--- src/rtl/laundry_pkg.sv ---
// Shared types and defaults for the laundromat water-inlet arbiter.
package laundry_pkg;

   localparam int DEF_NUM_MACHINES    = 4;
   localparam int DEF_GUARD_CYCLES    = 2;
   localparam int DEF_MAX_FILL_CYCLES = 200;

   typedef enum logic [1:0] {
      ST_IDLE  = 2'd0,
      ST_GRANT = 2'd1,
      ST_GUARD = 2'd2
   } arb_state_e;

   function automatic int id_width(input int n);
      return (n < 2) ? 1 : $clog2(n);
   endfunction

endpackage

--- src/rtl/laundry_water_arbiter_picker.sv ---
// Combinational round-robin picker: first eligible index strictly after the
// pointer, wrapping around, so the last winner has the lowest priority.
module rr_priority_picker
   import laundry_pkg::*;
#(
   parameter int NUM_MACHINES = DEF_NUM_MACHINES,
   localparam int ID_W = id_width(NUM_MACHINES)
) (
   input  logic [NUM_MACHINES-1:0] i_elig,
   input  logic [ID_W-1:0]         i_ptr,
   output logic [ID_W-1:0]         o_winner,
   output logic                    o_valid
);

   int w_idx;

   // Scan from the farthest offset down so the nearest eligible index wins.
   always_comb begin
      o_winner = '0;
      o_valid  = 1'b0;
      w_idx    = 0;
      for (int k = NUM_MACHINES; k >= 1; k--) begin
         w_idx = (int'(i_ptr) + k) % NUM_MACHINES;
         if (i_elig[ID_W'(w_idx)]) begin
            o_winner = ID_W'(w_idx);
            o_valid  = 1'b1;
         end
      end
   end

endmodule

--- src/rtl/laundry_water_arbiter.sv ---
// Shares one mains inlet valve among NUM_MACHINES washers with a closed-valve
// guard between grants. Optional fill timeout: define WATER_TIMEOUT_EN.
//   state    | meaning
//   ST_IDLE  | valve closed, arbitrate eligible requests (held while stop)
//   ST_GRANT | valve open for machine gnt_id until req drops, stop or timeout
//   ST_GUARD | valve closed dead time, GUARD_CYCLES long
module laundry_water_arbiter
   import laundry_pkg::*;
#(
   parameter int NUM_MACHINES    = DEF_NUM_MACHINES,
   parameter int GUARD_CYCLES    = DEF_GUARD_CYCLES,
   parameter int MAX_FILL_CYCLES = DEF_MAX_FILL_CYCLES,
   localparam int ID_W = id_width(NUM_MACHINES)
) (
   input  logic                    clk,
   input  logic                    rst,
   input  logic                    stop,
   input  logic [NUM_MACHINES-1:0] req,
   input  logic [NUM_MACHINES-1:0] hot_req,
   input  logic [NUM_MACHINES-1:0] tmo_clr,
   output logic [NUM_MACHINES-1:0] gnt,
   output logic [ID_W-1:0]         gnt_id,
   output logic                    valve_open,
   output logic                    hot_sel,
   output logic                    busy,
   output logic [NUM_MACHINES-1:0] tmo_flag
);

   localparam int GW = id_width(GUARD_CYCLES);
   localparam int FW = id_width(MAX_FILL_CYCLES);

   arb_state_e              r_state;
   arb_state_e              w_state_nxt;
   logic [ID_W-1:0]         r_gnt_id;
   logic [ID_W-1:0]         r_rr_ptr;
   logic [ID_W-1:0]         w_winner;
   logic                    w_valid;
   logic                    r_hot;
   logic [GW-1:0]           r_guard_cnt;
   logic [FW-1:0]           r_fill_cnt;
   logic [NUM_MACHINES-1:0] w_elig;
   logic                    w_req_cur;
   logic                    w_fill_tc;
   logic                    w_force;
   logic                    w_start;
   logic                    w_release;

   assign w_req_cur = req[r_gnt_id];
   assign w_fill_tc = (r_fill_cnt == FW'(MAX_FILL_CYCLES - 1));

`ifdef WATER_TIMEOUT_EN
   logic [NUM_MACHINES-1:0] r_blocked;
   logic [NUM_MACHINES-1:0] r_tmo_flag;

   assign w_force  = (r_state == ST_GRANT) && !stop && w_req_cur && w_fill_tc;
   assign w_elig   = req & ~r_blocked;
   assign tmo_flag = r_tmo_flag;

   // A forced-out machine stays blocked until it drops req; a new timeout beats tmo_clr.
   always_ff @(posedge clk or posedge rst) begin
      if (rst) begin
         r_blocked  <= '0;
         r_tmo_flag <= '0;
      end else begin
         r_blocked  <= r_blocked & req;
         r_tmo_flag <= r_tmo_flag & ~tmo_clr;
         if (w_force) begin
            r_blocked[r_gnt_id]  <= 1'b1;
            r_tmo_flag[r_gnt_id] <= 1'b1;
         end
      end
   end
`else
   logic w_unused;

   assign w_force  = 1'b0;
   assign w_elig   = req;
   assign tmo_flag = '0;
   assign w_unused = ^{tmo_clr, w_fill_tc};
`endif

   rr_priority_picker #(
      .NUM_MACHINES(NUM_MACHINES)
   ) u_picker (
      .i_elig   (w_elig),
      .i_ptr    (r_rr_ptr),
      .o_winner (w_winner),
      .o_valid  (w_valid)
   );

   assign w_start   = (r_state == ST_IDLE) && !stop && w_valid;
   assign w_release = (r_state == ST_GRANT) && (stop || !w_req_cur || w_force);

   always_ff @(posedge clk or posedge rst) begin
      if (rst) r_state <= ST_IDLE;
      else     r_state <= w_state_nxt;
   end

   always_comb begin
      w_state_nxt = r_state;
      case (r_state)
         ST_IDLE:  if (w_start) w_state_nxt = ST_GRANT;
         ST_GRANT: if (w_release) w_state_nxt = ST_GUARD;
         ST_GUARD: if (r_guard_cnt == '0) w_state_nxt = ST_IDLE;
         default:  w_state_nxt = ST_IDLE;
      endcase
   end

   always_ff @(posedge clk or posedge rst) begin
      if (rst) begin
         r_gnt_id    <= '0;
         r_rr_ptr    <= ID_W'(NUM_MACHINES - 1);
         r_hot       <= 1'b0;
         r_fill_cnt  <= '0;
         r_guard_cnt <= '0;
      end else begin
         if (w_start) begin
            r_gnt_id   <= w_winner;
            r_rr_ptr   <= w_winner;
            r_hot      <= hot_req[w_winner];
            r_fill_cnt <= '0;
         end else if (r_state == ST_GRANT && !w_fill_tc) begin
            r_fill_cnt <= r_fill_cnt + 1'b1;
         end
         if (w_release)
            r_guard_cnt <= GW'(GUARD_CYCLES - 1);
         else if (r_state == ST_GUARD && r_guard_cnt != '0)
            r_guard_cnt <= r_guard_cnt - 1'b1;
      end
   end

   always_comb begin
      gnt        = '0;
      valve_open = 1'b0;
      hot_sel    = 1'b0;
      busy       = (r_state != ST_IDLE);
      gnt_id     = r_gnt_id;
      if (r_state == ST_GRANT) begin
         gnt[r_gnt_id] = 1'b1;
         valve_open    = 1'b1;
         hot_sel       = r_hot;
      end
   end

endmodule

--- config.mk ---
export PLATFORM = sky130hd
export DESIGN_NAME = laundry_water_arbiter
export DESIGN_NICKNAME = d
export VERILOG_FILES = /design/src/rtl/laundry_pkg.sv /design/src/rtl/laundry_water_arbiter_picker.sv /design/src/rtl/laundry_water_arbiter.sv
export SDC_FILE = /design/constraint.sdc
export NUM_CORES = 1
export LEC_CHECK = 0
export CAP_MARGIN = 30
export CORE_ASPECT_RATIO = 1.1
export CORE_MARGIN = 1
export CORE_UTILIZATION = 34
export CTS_BUF_LIST = sky130_fd_sc_hd__clkbuf_8
export CTS_CLUSTER_DIAMETER = 80
export DETAILED_ROUTE_END_ITERATION = 10
export PLACE_DENSITY = 0.79
export SYNTH_ARGS = -nofsm -noshare
export SYNTH_HDL_FRONTEND = slang
export SYNTH_SLANG_ARGS = --single-unit
--- constraint.sdc ---
create_clock -name clk -period 1.63 [get_ports clk]
set_input_delay 0.326 -clock clk [delete_from_list [all_inputs] [get_ports clk]]
set_output_delay 0.326 -clock clk [all_outputs]
set_load 0.05 [all_outputs]
==> results.json <==
{
  "die_h_um": 44.3,
  "period_needed_ns": 1.65,
  "n_fill_cell": 110,
  "yosysWarnings": 0,
  "rows": 14,
  "peakVddDrop_v": 0.000936,
  "antenna_found_initial": 0,
  "totalNegativeSetupSlack_ns": -0.0377,
  "cp_slowest_cell": "dfrtp_1",
  "multi_input_area_sq_um": 358,
  "grt_pass1_vias": 536,
  "start_util": 0.386,
  "die_w_um": 40.5,
  "crit_type": "reg2out",
  "grt_pass1_wl_um": 2190,
  "syn2layout_area_growth_pct": 78.3,
  "ios": 28,
  "violations": "negative setup slack",
  "synth_top_area_frac": 0.271,
  "io_buffers": 19,
  "wirelength_um": 1430,
  "syn_inst": 60,
  "final_util": 0.688,
  "powerDensity_mw_per_mm2": 1980,
  "crit_path_start_kind": "flip-flop",
  "synth.cell_area_sq_um": 554,
  "layout_setup_ws_ns": -0.0205,
  "grtUsageTotal": 0.190,
  "slowest_delay_ns": 0.37,
  "cp.arrival_ns": 1.32,
  "hpwl_um": 1000,
  "cp_max_fo": 4,
  "syn_area_per_cell_sq_um": 9.24,
  "met3_usage": 0.0452,
  "ctsRootBufferMaster": "clkbuf_8",
  "diodes": 0,
  "status": "finished, violations left",
  "grt-ovfl-total": 0,
  "die-area_sq_mm": 0.00180,
  "yosys.cell_types.count": 32,
  "h-tree-depth": 1,
  "path_clk_slew_ns": 0.04,
  "drt_iter0_drc": 7,
  "globalRouteMet2Util": 0.317,
  "setup_viol": 2,
  "finClkSkew_ns": 0.000420,
  "ctsLongestPathBuffers": 2,
  "ys_ff_latch": 8,
  "coreArea_sq_mm": 0.00144,
  "fmax_mhz": 606,
  "grt.busiest_layer": "met2",
  "cts_buffers": 3,
  "grt_max_degree": 9,
  "vias": 550,
  "cts_sinks": 8,
  "critPathCaptureType": "output pin",
  "cts_hold_buf": 0,
  "hold_path_class": "in2async",
  "synth_top_area_cell": "dfrtp_1",
  "globalplace.congestion": 0.718,
  "slew_viol_final": 0,
  "grtUsageMet1": 0.196,
  "wl_per_cell_um": 13.3,
  "netlist_top_cells_area": "dfrtp_1 27%, dfstp_2 9.5%, buf_4 5.4%",
  "layout-drive-gt1-share": 0.451,
  "seqCellArea_sq_um": 203,
  "fin_crit_sh": 1.01,
  "cap_violations": 0,
  "drc_errors": 0,
  "cts_tree": "yes",
  "viasPerCell": 5.14,
  "dp_slack_ns": -0.268,
  "critPathRequiredTime_ns": 1.30,
  "path_cells": "or2b_4 > clkinvlp_4 > and3_4 > buf_12",
  "insertion_delay_ns": 0.23,
  "p_leak_nw": 0.448,
  "rsz0062_at_grt": "true",
  "nets": 107,
  "dr.pass1.iters": 4,
  "synth_seq_area_share": 0.366,
  "hold_viol": 0,
  "postRouteAntennaNets": 0
}
[final timing paths]
| path | start | cells past startpoint | end | slack [ns] |
|---|---|---|---|---|
| worst max-delay path | r_state[1]$_DFFE_PP0P_ | 4 | gnt[2] | -0.02 |
| worst min-delay path | rst | 2 | r_guard_cnt$_DFFE_PP0P_ | 0.35 |
| worst max register to register | r_rr_ptr[1]$_DFFE_PP1P_ | 7 | gnt_id[0]$_DFFE_PP0P_ | 0.06 |
| worst min register to register | r_guard_cnt$_DFFE_PP0P_ | 2 | r_guard_cnt$_DFFE_PP0P_ | 0.48 |
| max in group asynchronous | rst | 2 | r_rr_ptr[0]$_DFFE_PP1P_ | 1.00 |
| min in group clk | r_guard_cnt$_DFFE_PP0P_ | 2 | r_guard_cnt$_DFFE_PP0P_ | 0.48 |
[routing by layer]
layer	wire, um	vias up
met4	38	0
met3	73	5
li1	-	264
met2	774	26
met1	538	255
met5	0	-
[synth_stat cells]
cell type and count:
buf_4 4, mux4_2 1, nor3_1 3, nor2_1 2, and2_1 2, o21ai_0 1
buf_6 1, nand3b_1 1, o22a_1 1, or2_4 1, mux2i_1 2, nand3_1 2
conb_1 1, a21boi_0 1, o311ai_2 1, and3_1 2, a21oi_1 3, a31oi_1 1
or2b_1 1, o21ai_2 1, o22ai_1 1, mux2_2 1, dfstp_2 2, nor4_1 1
dfrtp_1 6, nor2b_1 1, a21o_2 1, a21o_1 2, nand2b_1 4, nand2_1 3
inv_1 5, or3_1 1
[critical path, delay by kind of cell, from the launching register on]
kind	cells	cell delay [ns]
flip-flops	1	0.37
buffers and inverters	2	0.24
AND/OR/NAND/NOR	2	0.48
[cells in the final DEF (no fill, tap or decap), drive strengths merged, types with 2 or more instances in the layout]
cell type / count
and2: 2
dfrtp: 6
nand2: 3
clkdlybuf4s50: 8
nand3: 2
clkbuf: 3
a21o: 3
nor2: 2
o21ai: 2
conb: 4
a21oi: 3
and3: 2
mux2i: 2
dfstp: 2
nor3: 3
buf: 19
nand2b: 4
dlygate4sd2: 2
inv: 5
[where the power goes]
part	switching [mW]	total (mW)	internal, mW
clock	0.0824	0.246	0.163
combinational	0.641	1.28	0.634
sequential	0.118	0.432	0.314
[per-stage QoR]
step | cells | hold WS [ns] | total power [mW] | instance area, sq um
2_1_floorplan | 63 | 0.140 | 1.14 | 602
3_3_place_gp | 98 | 0.466 | 1.58 | 886
3_5_place_dp | 98 | 0.475 | 1.61 | 886
4_1_cts | 107 | 0.363 | 1.93 | 966
5_1_grt | 107 | 0.375 | 2.06 | 988
6_report | 107 | 0.350 | 1.95 | 988
[logic make-up (layout without fill, tap and decap cells)]
kind of cell | Yosys count | after routing | share of synthesized area
flip-flops | 8 | 8 | 0.366
AO/OA/AOI/OAI | 13 | 13 | 0.176
AND/OR/NAND/NOR | 24 | 24 | 0.246
other | 1 | 4 | 0.00677
buffers and inverters | 10 | 38 | 0.108
multiplexers | 4 | 4 | 0.0971
[registers in the layout (all words and copies together) (netlist names)]
| register | count |
|---|---|
| gnt_id | 2 |
| r_rr_ptr | 2 |
| r_state | 2 |
| r_guard_cnt | 1 |
| r_hot | 1 |
[timing repair]
action	in CTS	in global routing
pin swaps	2	2
resized for setup	2	5
gates cloned	0	0
buffers inserted	5	0
hold endpoints to repair	0	0
setup endpoints to repair	4	8
[final cells by class]
cell class              instances  share of cell area
clock inverters                 1             0.00380
well taps                      16              0.0203
clock buffers                   3              0.0418
inverters                       5              0.0228
multi-input cells              45               0.362
repair buffers                 29               0.344
flip-flops and latches          8               0.205
No activity file was read; power rests on OpenSTA's default activity.
